$ cat config.mk
export PLATFORM = sky130hd
export DESIGN_NAME = spwm_gate_driver
export DESIGN_NICKNAME = d
export VERILOG_FILES = /design/src/rtl/spwm_pkg.sv /design/src/rtl/spwm_deadtime.sv /design/src/rtl/spwm_gate_driver.sv
export SDC_FILE = /design/constraint.sdc
export NUM_CORES = 1
export LEC_CHECK = 0
export ABC_CLOCK_PERIOD_IN_PS = 4250
export CAP_MARGIN = 20
export CORE_ASPECT_RATIO = 1.25
export CORE_MARGIN = 1.5
export CORE_UTILIZATION = 30
export CTS_BUF_LIST = sky130_fd_sc_hd__clkbuf_4 sky130_fd_sc_hd__clkbuf_8
export DETAILED_ROUTE_END_ITERATION = 10
export DONT_BUFFER_PORTS = 1
export SLEW_MARGIN = 0
export SYNTH_ARGS = -nofsm -noshare
export SYNTH_HDL_FRONTEND = slang
export SYNTH_SLANG_ARGS = --single-unit
$ cat constraint.sdc
create_clock -name clk -period 4.25 [get_ports clk]
set_input_delay 0.85 -clock clk [delete_from_list [all_inputs] [get_ports clk]]
set_output_delay 0.85 -clock clk [all_outputs]
set_load 0.05 [all_outputs]
$ cat src/rtl/spwm_pkg.sv
// ---------------------------------------------------------------------------
// spwm_pkg : constants and FSM encoding shared with the carrier ramp generator
// Revision : 1.0
// ---------------------------------------------------------------------------
`default_nettype none

package spwm_pkg;

  localparam int WIDTH       = 15;
  localparam int CARRIER_MAX = 15358;

  typedef enum logic [1:0] {
    ST_OFF  = 2'd0,
    ST_DT   = 2'd1,
    ST_H_ON = 2'd2,
    ST_L_ON = 2'd3
  } dt_state_t;

endpackage

`default_nettype wire

$ cat src/rtl/spwm_deadtime.sv
// ---------------------------------------------------------------------------
// spwm_deadtime : complementary gate FSM with programmable dead time
// Revision : 1.0
// ---------------------------------------------------------------------------
`default_nettype none

module spwm_deadtime #(
  parameter int DEAD_CYCLES = 32,
  parameter int DT_W        = 8
) (
  input  logic clk,
  input  logic rst,
  input  logic en,
  input  logic cmp,
  output logic gate_h,
  output logic gate_l,
  output logic dt_active
);

  import spwm_pkg::*;

  localparam logic [DT_W-1:0] DT_LOAD = DT_W'(DEAD_CYCLES - 1);
  localparam logic [DT_W-1:0] DT_ONE  = DT_W'(1);

  dt_state_t       state;
  dt_state_t       state_nxt;
  logic [DT_W-1:0] cnt;
  logic [DT_W-1:0] cnt_nxt;

  always_comb begin
    state_nxt = state;
    cnt_nxt   = cnt;
    if (!en) begin
      state_nxt = ST_OFF;
      cnt_nxt   = '0;
    end else begin
      case (state)
        ST_OFF: begin
          state_nxt = ST_DT;
          cnt_nxt   = DT_LOAD;
        end
        // Only the comparison seen at the end of the interval matters.
        ST_DT: begin
          if (cnt == '0) state_nxt = cmp ? ST_H_ON : ST_L_ON;
          else           cnt_nxt   = cnt - DT_ONE;
        end
        ST_H_ON: begin
          if (!cmp) begin
            state_nxt = ST_DT;
            cnt_nxt   = DT_LOAD;
          end
        end
        ST_L_ON: begin
          if (cmp) begin
            state_nxt = ST_DT;
            cnt_nxt   = DT_LOAD;
          end
        end
      endcase
    end
  end

  // Gates decode the next state so both can never be high in the same cycle.
  always_ff @(posedge clk) begin
    if (rst) begin
      state     <= ST_OFF;
      cnt       <= '0;
      gate_h    <= 1'b0;
      gate_l    <= 1'b0;
      dt_active <= 1'b0;
    end else begin
      state     <= state_nxt;
      cnt       <= cnt_nxt;
      gate_h    <= (state_nxt == ST_H_ON);
      gate_l    <= (state_nxt == ST_L_ON);
      dt_active <= (state_nxt == ST_DT);
    end
  end

endmodule

`default_nettype wire

$ cat src/rtl/spwm_gate_driver.sv
// ---------------------------------------------------------------------------
// spwm_gate_driver : regularly-sampled SPWM comparator driving a dead-time gate pair
// Revision : 1.0
// ---------------------------------------------------------------------------
`default_nettype none

module spwm_gate_driver #(
  parameter int WIDTH       = spwm_pkg::WIDTH,
  parameter int CARRIER_MAX = spwm_pkg::CARRIER_MAX,
  parameter int DEAD_CYCLES = 32,
  parameter int DT_W        = 8
) (
  input  logic             clk,
  input  logic             rst,
  input  logic             en,
  input  logic [WIDTH-1:0] carrier,
  input  logic             carrier_vld,
  input  logic [WIDTH-1:0] mod_ref,
  output logic [WIDTH-1:0] ref_q,
  output logic             cmp,
  output logic             gate_h,
  output logic             gate_l,
  output logic             dt_active
);

  import spwm_pkg::*;

  localparam logic [WIDTH-1:0] C_MAX = WIDTH'(CARRIER_MAX);

  logic             armed;
  logic             sample;
  logic [WIDTH-1:0] cmp_ref;

  // armed marks that no strobe has been seen since the driver was enabled.
  assign sample  = carrier_vld & ((carrier == '0) | (carrier == C_MAX) | (en & armed));
  assign cmp_ref = sample ? mod_ref : ref_q;

  always_ff @(posedge clk) begin
    if (rst) begin
      ref_q <= '0;
      cmp   <= 1'b0;
      armed <= 1'b1;
    end else begin
      if (sample)      ref_q <= mod_ref;
      if (carrier_vld) cmp   <= (cmp_ref > carrier);
      if (!en)              armed <= 1'b1;
      else if (carrier_vld) armed <= 1'b0;
    end
  end

  spwm_deadtime #(
    .DEAD_CYCLES (DEAD_CYCLES),
    .DT_W        (DT_W)
  ) u_deadtime (
    .clk       (clk),
    .rst       (rst),
    .en        (en),
    .cmp       (cmp),
    .gate_h    (gate_h),
    .gate_l    (gate_l),
    .dt_active (dt_active)
  );

endmodule

`default_nettype wire
==> flow_summary.json, run 1 <==
{
  "crit_required_ns": 4.46,
  "async_flop_share_pct": 0,
  "critical_path.startpoint": "carrier[2]",
  "drt_iter0_drc": 90,
  "yosys_warnings": 0,
  "ys_ff_latch": 30,
  "peakVddDrop_v": 0.000138,
  "cts_hold_buf": 0,
  "status": "finished, final reports clean",
  "area_growth_pct": 9.39,
  "post_cts_resized": 0,
  "maxCapViolations": 0,
  "hold_slack_ns": 0.456,
  "cts_tree": "yes",
  "hold_path.class": "reg2reg",
  "crit_path_max_fanout": 15,
  "yosys.area.top_type_share_pct": 27.6,
  "post_cts_buffers": 0,
  "drive_gt1_share_pct": 6.23,
  "fmax_ghz": 0.319,
  "gp_congestion": 0.836,
  "antenna_found_initial": 0,
  "slew_viol_final": 0,
  "grt_pass1_wl_mm": 9.70,
  "ys_top_cells_by_count": "dfxtp_1 (30), a21oi_1 (26), nand2_1 (23)",
  "power.density_nw_per_um2": 351,
  "critical_path_class": "in2reg",
  "chipHeight_um": 98.1,
  "relSlewSlack_pct": 29.2,
  "p_leak_nw": 0.984,
  "finalHoldViolCount": 0,
  "hpwl_mm": 4.25,
  "path_cells": "or4_4 > nor4_4 > o31ai_2 > buf_4 > mux2_1 > ha_1 > nand4_1 > nor3_1 > o21ai_0 > a41oi_1",
  "cts_buffer_depth": 2,
  "yosysTopAreaCell": "dfxtp_1",
  "ant_nets": 0,
  "clock_sinks": 30,
  "start_util_pct": 31.1,
  "yosysUniqueCellTypes": 41,
  "fin_crit_ns": 3.14,
  "synth.top_cells.by_area": "dfxtp_1 (28%), ha_1 (9.2%), mux2_1 (7.3%), o221ai_1 (6.0%), a21oi_1 (6.0%)",
  "drt_pass1_iterations": 4,
  "syn_inst": 263,
  "num_vias": 1931,
  "avgSynthCellArea_um2": 8.26,
  "ys.flop_type": "dfxtp_1",
  "worst_path_max_delay_cell": "or4_4",
  "tightest_slew_ns": 1.06,
  "clkLatencyLatePin_ns": 0.28,
  "rsz0062_at_grt": "no",
  "startpoint_type": "primary input",
  "cp-end-kind": "register",
  "syn_area_um2": 2170,
  "setup_violations": 0,
  "antenna_cells": 0,
  "crit_path_max_incr_delay_ns": 0.53,
  "min_from": "armed$_SDFFE_PP1P_",
  "cts_buffers": 5,
  "wl_per_cell_um": 16.5,
  "ys_seq_area_share_pct": 27.6,
  "wl_mm": 5.73,
  "core-area_um2": 6980,
  "die_w_um": 79.1,
  "ios": 53,
  "clk_pin_slew_worst_paths_ns": 0.07,
  "period_share_pct": 73.8,
  "fin_tns_setup_ns": 0,
  "track_usage_pct": 15.6,
  "port_buffers": 0,
  "nets": 306,
  "grt_pass1_vias": 1932,
  "rr_startpoint": "armed$_SDFFE_PP1P_",
  "die_area_um2": 7760,
  "via_per_inst": 5.56,
  "grt_max_degree": 20,
  "fin_worst_skew_ns": 0.00308,
  "synth_most_common_cell": "dfxtp_1",
  "synth_nets": 313,
  "grt-ovfl-total": 0,
  "cts-root-buf": "clkbuf_8",
  "cts_max_level": 2,
  "synth-edff-count": 0,
  "rows": 34,
  "crit_arrival_ns": 3.35,
  "drc": 0
}
## layout by cell type (no fill, tap or decap), drive strengths merged, types with 3 or more instances in the layout
master	Yosys	routed
a21oi	26	26
a311oi	4	4
a31oi	3	3
and3	17	17
buf	3	3
clkbuf	14	6
dfxtp	30	30
ha	16	16
inv	16	16
mux2	14	14
mux2i	3	3
nand2	23	23
nand2b	8	8
nand4	8	8
nor2	10	10
nor2b	4	4
nor4	3	3
o211ai	15	15
o21ai	6	6
o221ai	15	15
or4	3	3
## per-stage QoR
step | total power, mW | instances | area [um^2] | utilization, % | setup slack, ns
floorplan | 0.454 | 263 | 2170 | - | 0.852
global placement | 0.473 | 339 | 2230 | 32.0 | 0.871
detailed placement | 0.475 | 339 | 2230 | 32.0 | 0.794
CTS | 0.843 | 347 | 2380 | 34.1 | 1.09
global route | 0.874 | 347 | 2380 | 34.1 | 0.837
finish | 0.833 | 347 | 2380 | 34.1 | 1.11
## final timing paths
check | slack [ns] | to | depth (start not counted)
hold reg to reg | 0.46 | armed$_SDFFE_PP1P_ | 1
setup reg to reg | 1.58 | cmp$_SDFFE_PP0P_ | 9
hold / removal | 0.46 | armed$_SDFFE_PP1P_ | 1
setup / recovery | 1.11 | cmp$_SDFFE_PP0P_ | 10
## where the power goes
| group | switching, mW | internal (mW) |
|---|---|---|
| registers | 0.0570 | 0.297 |
| clock network | 0.115 | 0.250 |
| logic | 0.0619 | 0.0525 |
| total | 0.234 | 0.600 |
## sequential cells by signal, indices dropped and copies added (netlist names)
name and cells:
u_deadtime.state 2, u_deadtime.dt_active 1, u_deadtime.gate_h 1, u_deadtime.gate_l 1
u_deadtime.cnt 8, ref_q 15, cmp 1, armed 1
## worst max-delay path: cells and delay by family
| kind | cells | cell delay, ns |
|---|---|---|
| AND/OR/NAND/NOR | 4 | 1.20 |
| adder cells (fa/ha/maj) | 1 | 0.31 |
| AO/OA/AOI/OAI | 3 | 0.39 |
| buffers and inverters | 1 | 0.23 |
| multiplexers | 1 | 0.37 |
## layout make-up
cell class	count	area, um^2
Clock buffer	6	82.6
Clock inverter	2	60.1
Fill cell	753	4600
Inverter	17	63.8
Multi-Input combinational cell	199	1430
Sequential cell	30	601
Tap cell	90	113
Timing Repair Buffer	3	22.5
## metal layers
layer | GRT usage [%] | vias to the layer above | share of wire, %
met5 | 0 | - | 0
met4 | 6.48 | 0 | 2.3
met3 | 4.39 | 13 | 6.3
met2 | 24.5 | 57 | 46
met1 | 20.0 | 881 | 46
li1 | - | 980 | -
## kinds of logic after synthesis
group | Yosys count | synth area share [%]
AO/OA/AOI/OAI | 78 | 24.8
XOR/XNOR | 1 | 0.403
adder cells (fa/ha/maj) | 16 | 9.22
buffers and inverters | 34 | 6.34
flip-flops | 30 | 27.6
multiplexers | 17 | 8.64
AND/OR/NAND/NOR | 87 | 23.0
Note: power is estimated with default switching activity, not from simulation.
==> run 2, diff against run 1 <==
--- a/config.mk
+++ b/config.mk
@@ -5,7 +5,7 @@
 export SDC_FILE = /design/constraint.sdc
 export NUM_CORES = 1
 export LEC_CHECK = 0
-export ABC_CLOCK_PERIOD_IN_PS = 4250
+export ABC_CLOCK_PERIOD_IN_PS = 2700
 export CAP_MARGIN = 20
 export CORE_ASPECT_RATIO = 1.25
 export CORE_MARGIN = 1.5
==> constraint.sdc (replaced) <==
create_clock -name clk -period 2.7 [get_ports clk]
set_input_delay 0.54 -clock clk [delete_from_list [all_inputs] [get_ports clk]]
set_output_delay 0.54 -clock clk [all_outputs]
set_load 0.05 [all_outputs]
==> run 2 against run 1 <==
  * Cell count is 4.6% higher
  * Routed wire length is 13% higher
  * Sequential power is 45% higher
  * Highest routed layer unchanged
  * Worst setup slack worse by 1.0 ns
  * Clock-buffer cell count stayed put
  * Combinational power grew to 2.7 times the previous value
  * Final area is 15% higher
  * Clock skew hardly changed
  * Die area stayed put
  * Hold slack worse by 0.059 ns
==> flow_summary.json, run 2 (synthesis results as in run 1) <==
{
  "status": "finished, final reports clean",
  "fin_crit_ns": 2.63,
  "fin_worst_skew_ns": 0.00267,
  "clk_pin_slew_worst_paths_ns": 0.06,
  "peakVddDrop_v": 0.000248,
  "hold_path.class": "in2reg",
  "crit_end": "cmp$_SDFFE_PP0P_",
  "highest_layer": "met4",
  "p_comb_share_pct": 23.8,
  "grt-ovfl-total": 0,
  "grt_max_degree": 21,
  "power_frac_seq_pct": 40.2,
  "hold_slack_ns": 0.397,
  "cp-end-kind": "register",
  "swShare_pct": 29.8,
  "nets": 323,
  "met3_length_um": 484,
  "hpwl_mm": 4.86,
  "wl_mm": 6.46,
  "cts-root-buf": "clkbuf_8",
  "ios": 53,
  "wl_met1_mm": 2.51,
  "final_cell_mix": "dfxtp_1 (30), a21oi_1 (25), nand2_1 (22), buf_4 (18), and3_1 (17)",
  "rows": 34,
  "die_area_um2": 7760,
  "tightest_slew_ns": 0.783,
  "clock_sinks": 30,
  "setup_violations": 0,
  "cts_buffer_depth": 2,
  "r2r-end": "cmp$_SDFFE_PP0P_",
  "area_growth_pct": 25.5,
  "cts_max_level": 2,
  "critical_path_class": "in2reg",
  "drt_iter0_drc": 103,
  "die_w_um": 79.1,
  "drc": 0,
  "largestRegisters": "ref_q x15, u_deadtime.cnt x8, u_deadtime.state x2",
  "finalHoldViolCount": 0,
  "power.density_nw_per_um2": 470,
  "crit_path_max_fanout": 8,
  "start_util_pct": 31.1,
  "drive_gt1_share_pct": 23.1,
  "clockPowerShare_pct": 36.0,
  "internal_power_uw": 899,
  "chipHeight_um": 98.1,
  "instances_no_fill": 363,
  "wl_per_cell_um": 17.8,
  "largest_reg_flops": 15,
  "num_vias": 2068,
  "period_share_pct": 97.5,
  "grt_pass1_vias": 2068,
  "relSlewSlack_pct": 47.7,
  "worst_slack_ns": 0.0679,
  "slew_viol_final": 0,
  "gp_congestion": 0.844,
  "critical_path.startpoint": "carrier[2]",
  "p_leak_nw": 1.09,
  "track_usage_pct": 17.4,
  "drt_pass1_iterations": 4,
  "utilization_pct": 39.1,
  "final_area_um2": 2730,
  "rrSetupSlack_ns": 0.26,
  "core-area_um2": 6980,
  "fillers": 736,
  "rsz0062_at_grt": "yes",
  "pre_cts_slack_ns": -0.319,
  "via_per_inst": 5.70,
  "dp_cells": 354,
  "fin_tns_setup_ns": 0,
  "cts_buffers": 5,
  "antenna_found_initial": 0,
  "reg2regPathDepth": 8,
  "total_power_mw": 1.28,
  "fmax_ghz": 0.380,
  "ant_nets": 0,
  "port_buffers": 0,
  "antenna_cells": 0,
  "dpl_cell_area_um2": 2510,
  "rr_startpoint": "armed$_SDFFE_PP1P_",
  "multi_input_area_um2": 1680,
  "cts_tree": "yes",
  "p_sw_uw": 382,
  "final_common_cell": "dfxtp_1",
  "grt_pass1_wl_mm": 10.6,
  "maxCapViolations": 0,
  "largest-register": "ref_q",
  "crit_required_ns": 2.91,
  "crit_arrival_ns": 2.84,
  "clkLatencyLatePin_ns": 0.28,
  "dr_wl_met2_mm": 3.35,
  "startpoint_type": "primary input",
  "seqCellArea_um2": 601
}
## run 2: cell count changes in the layout (fill, tap and decap cells not counted), moves of 3 or more
| cell | change |
|---|---|
| mux2_1 | -14 |
| o21ai_0 | -3 |
| o21ai_1 | +3 |
| ha_1 | -12 |
| mux2_4 | +12 |
| buf_4 | +15 |
| ha_4 | +12 |
## run 2: worst min-delay path by stage
stage                                   from                   to  slack (ns)  cells past startpoint
after floorplan           armed$_SDFFE_PP1P_   armed$_SDFFE_PP1P_        0.42                      1
after detailed placement  armed$_SDFFE_PP1P_   armed$_SDFFE_PP1P_        0.43                      1
after global routing                     rst  ref_q[0]$_SDFF_PP0_        0.38                      1
final                                    rst  ref_q[0]$_SDFF_PP0_        0.40                      1
after global placement    armed$_SDFFE_PP1P_   armed$_SDFFE_PP1P_        0.43                      1
after CTS                                rst  ref_q[3]$_SDFF_PP0_        0.39                      1
## run 2: repair_timing
item                       in CTS  in global routing
buffers inserted                1                  0
hold buffers                    0                  0
resized for setup               1                 16
cloned                          1                  0
setup endpoints to repair       1                  1
pin swaps                       3                 11
## run 2: critical path: stages
cell and delay [ns]:
or4_4 0.53, nor4_4 0.25, buf_4 0.18, o31ai_4 0.13, mux2_4 0.37, ha_4 0.25, nand4_1 0.09, nor3_2 0.06
a211o_1 0.29, a41oi_2 0.14
## run 2: layout make-up
type,count,share of cell area [%]
Inverter,17,2.34
Clock buffer,6,3.03
Sequential cell,30,22.0
Multi-Input combinational cell,200,61.7
Tap cell,90,4.13
Clock inverter,1,1.10
Timing Repair Buffer,19,5.69
## run 2: power by group through the flow
stage	sequential, mW	combinational [mW]	clock, mW
floorplan	0.556	0.189	0
global placement	0.524	0.278	0
detailed placement	0.524	0.283	0
CTS	0.515	0.286	0.473
global route	0.518	0.339	0.499
finish	0.514	0.305	0.461
## run 2: layer usage
metal	track usage [%]	up-vias
li1	-	1014
met5	0	-
met2	30.7	62
met4	5.67	0
met1	19.7	981
met3	5.42	11
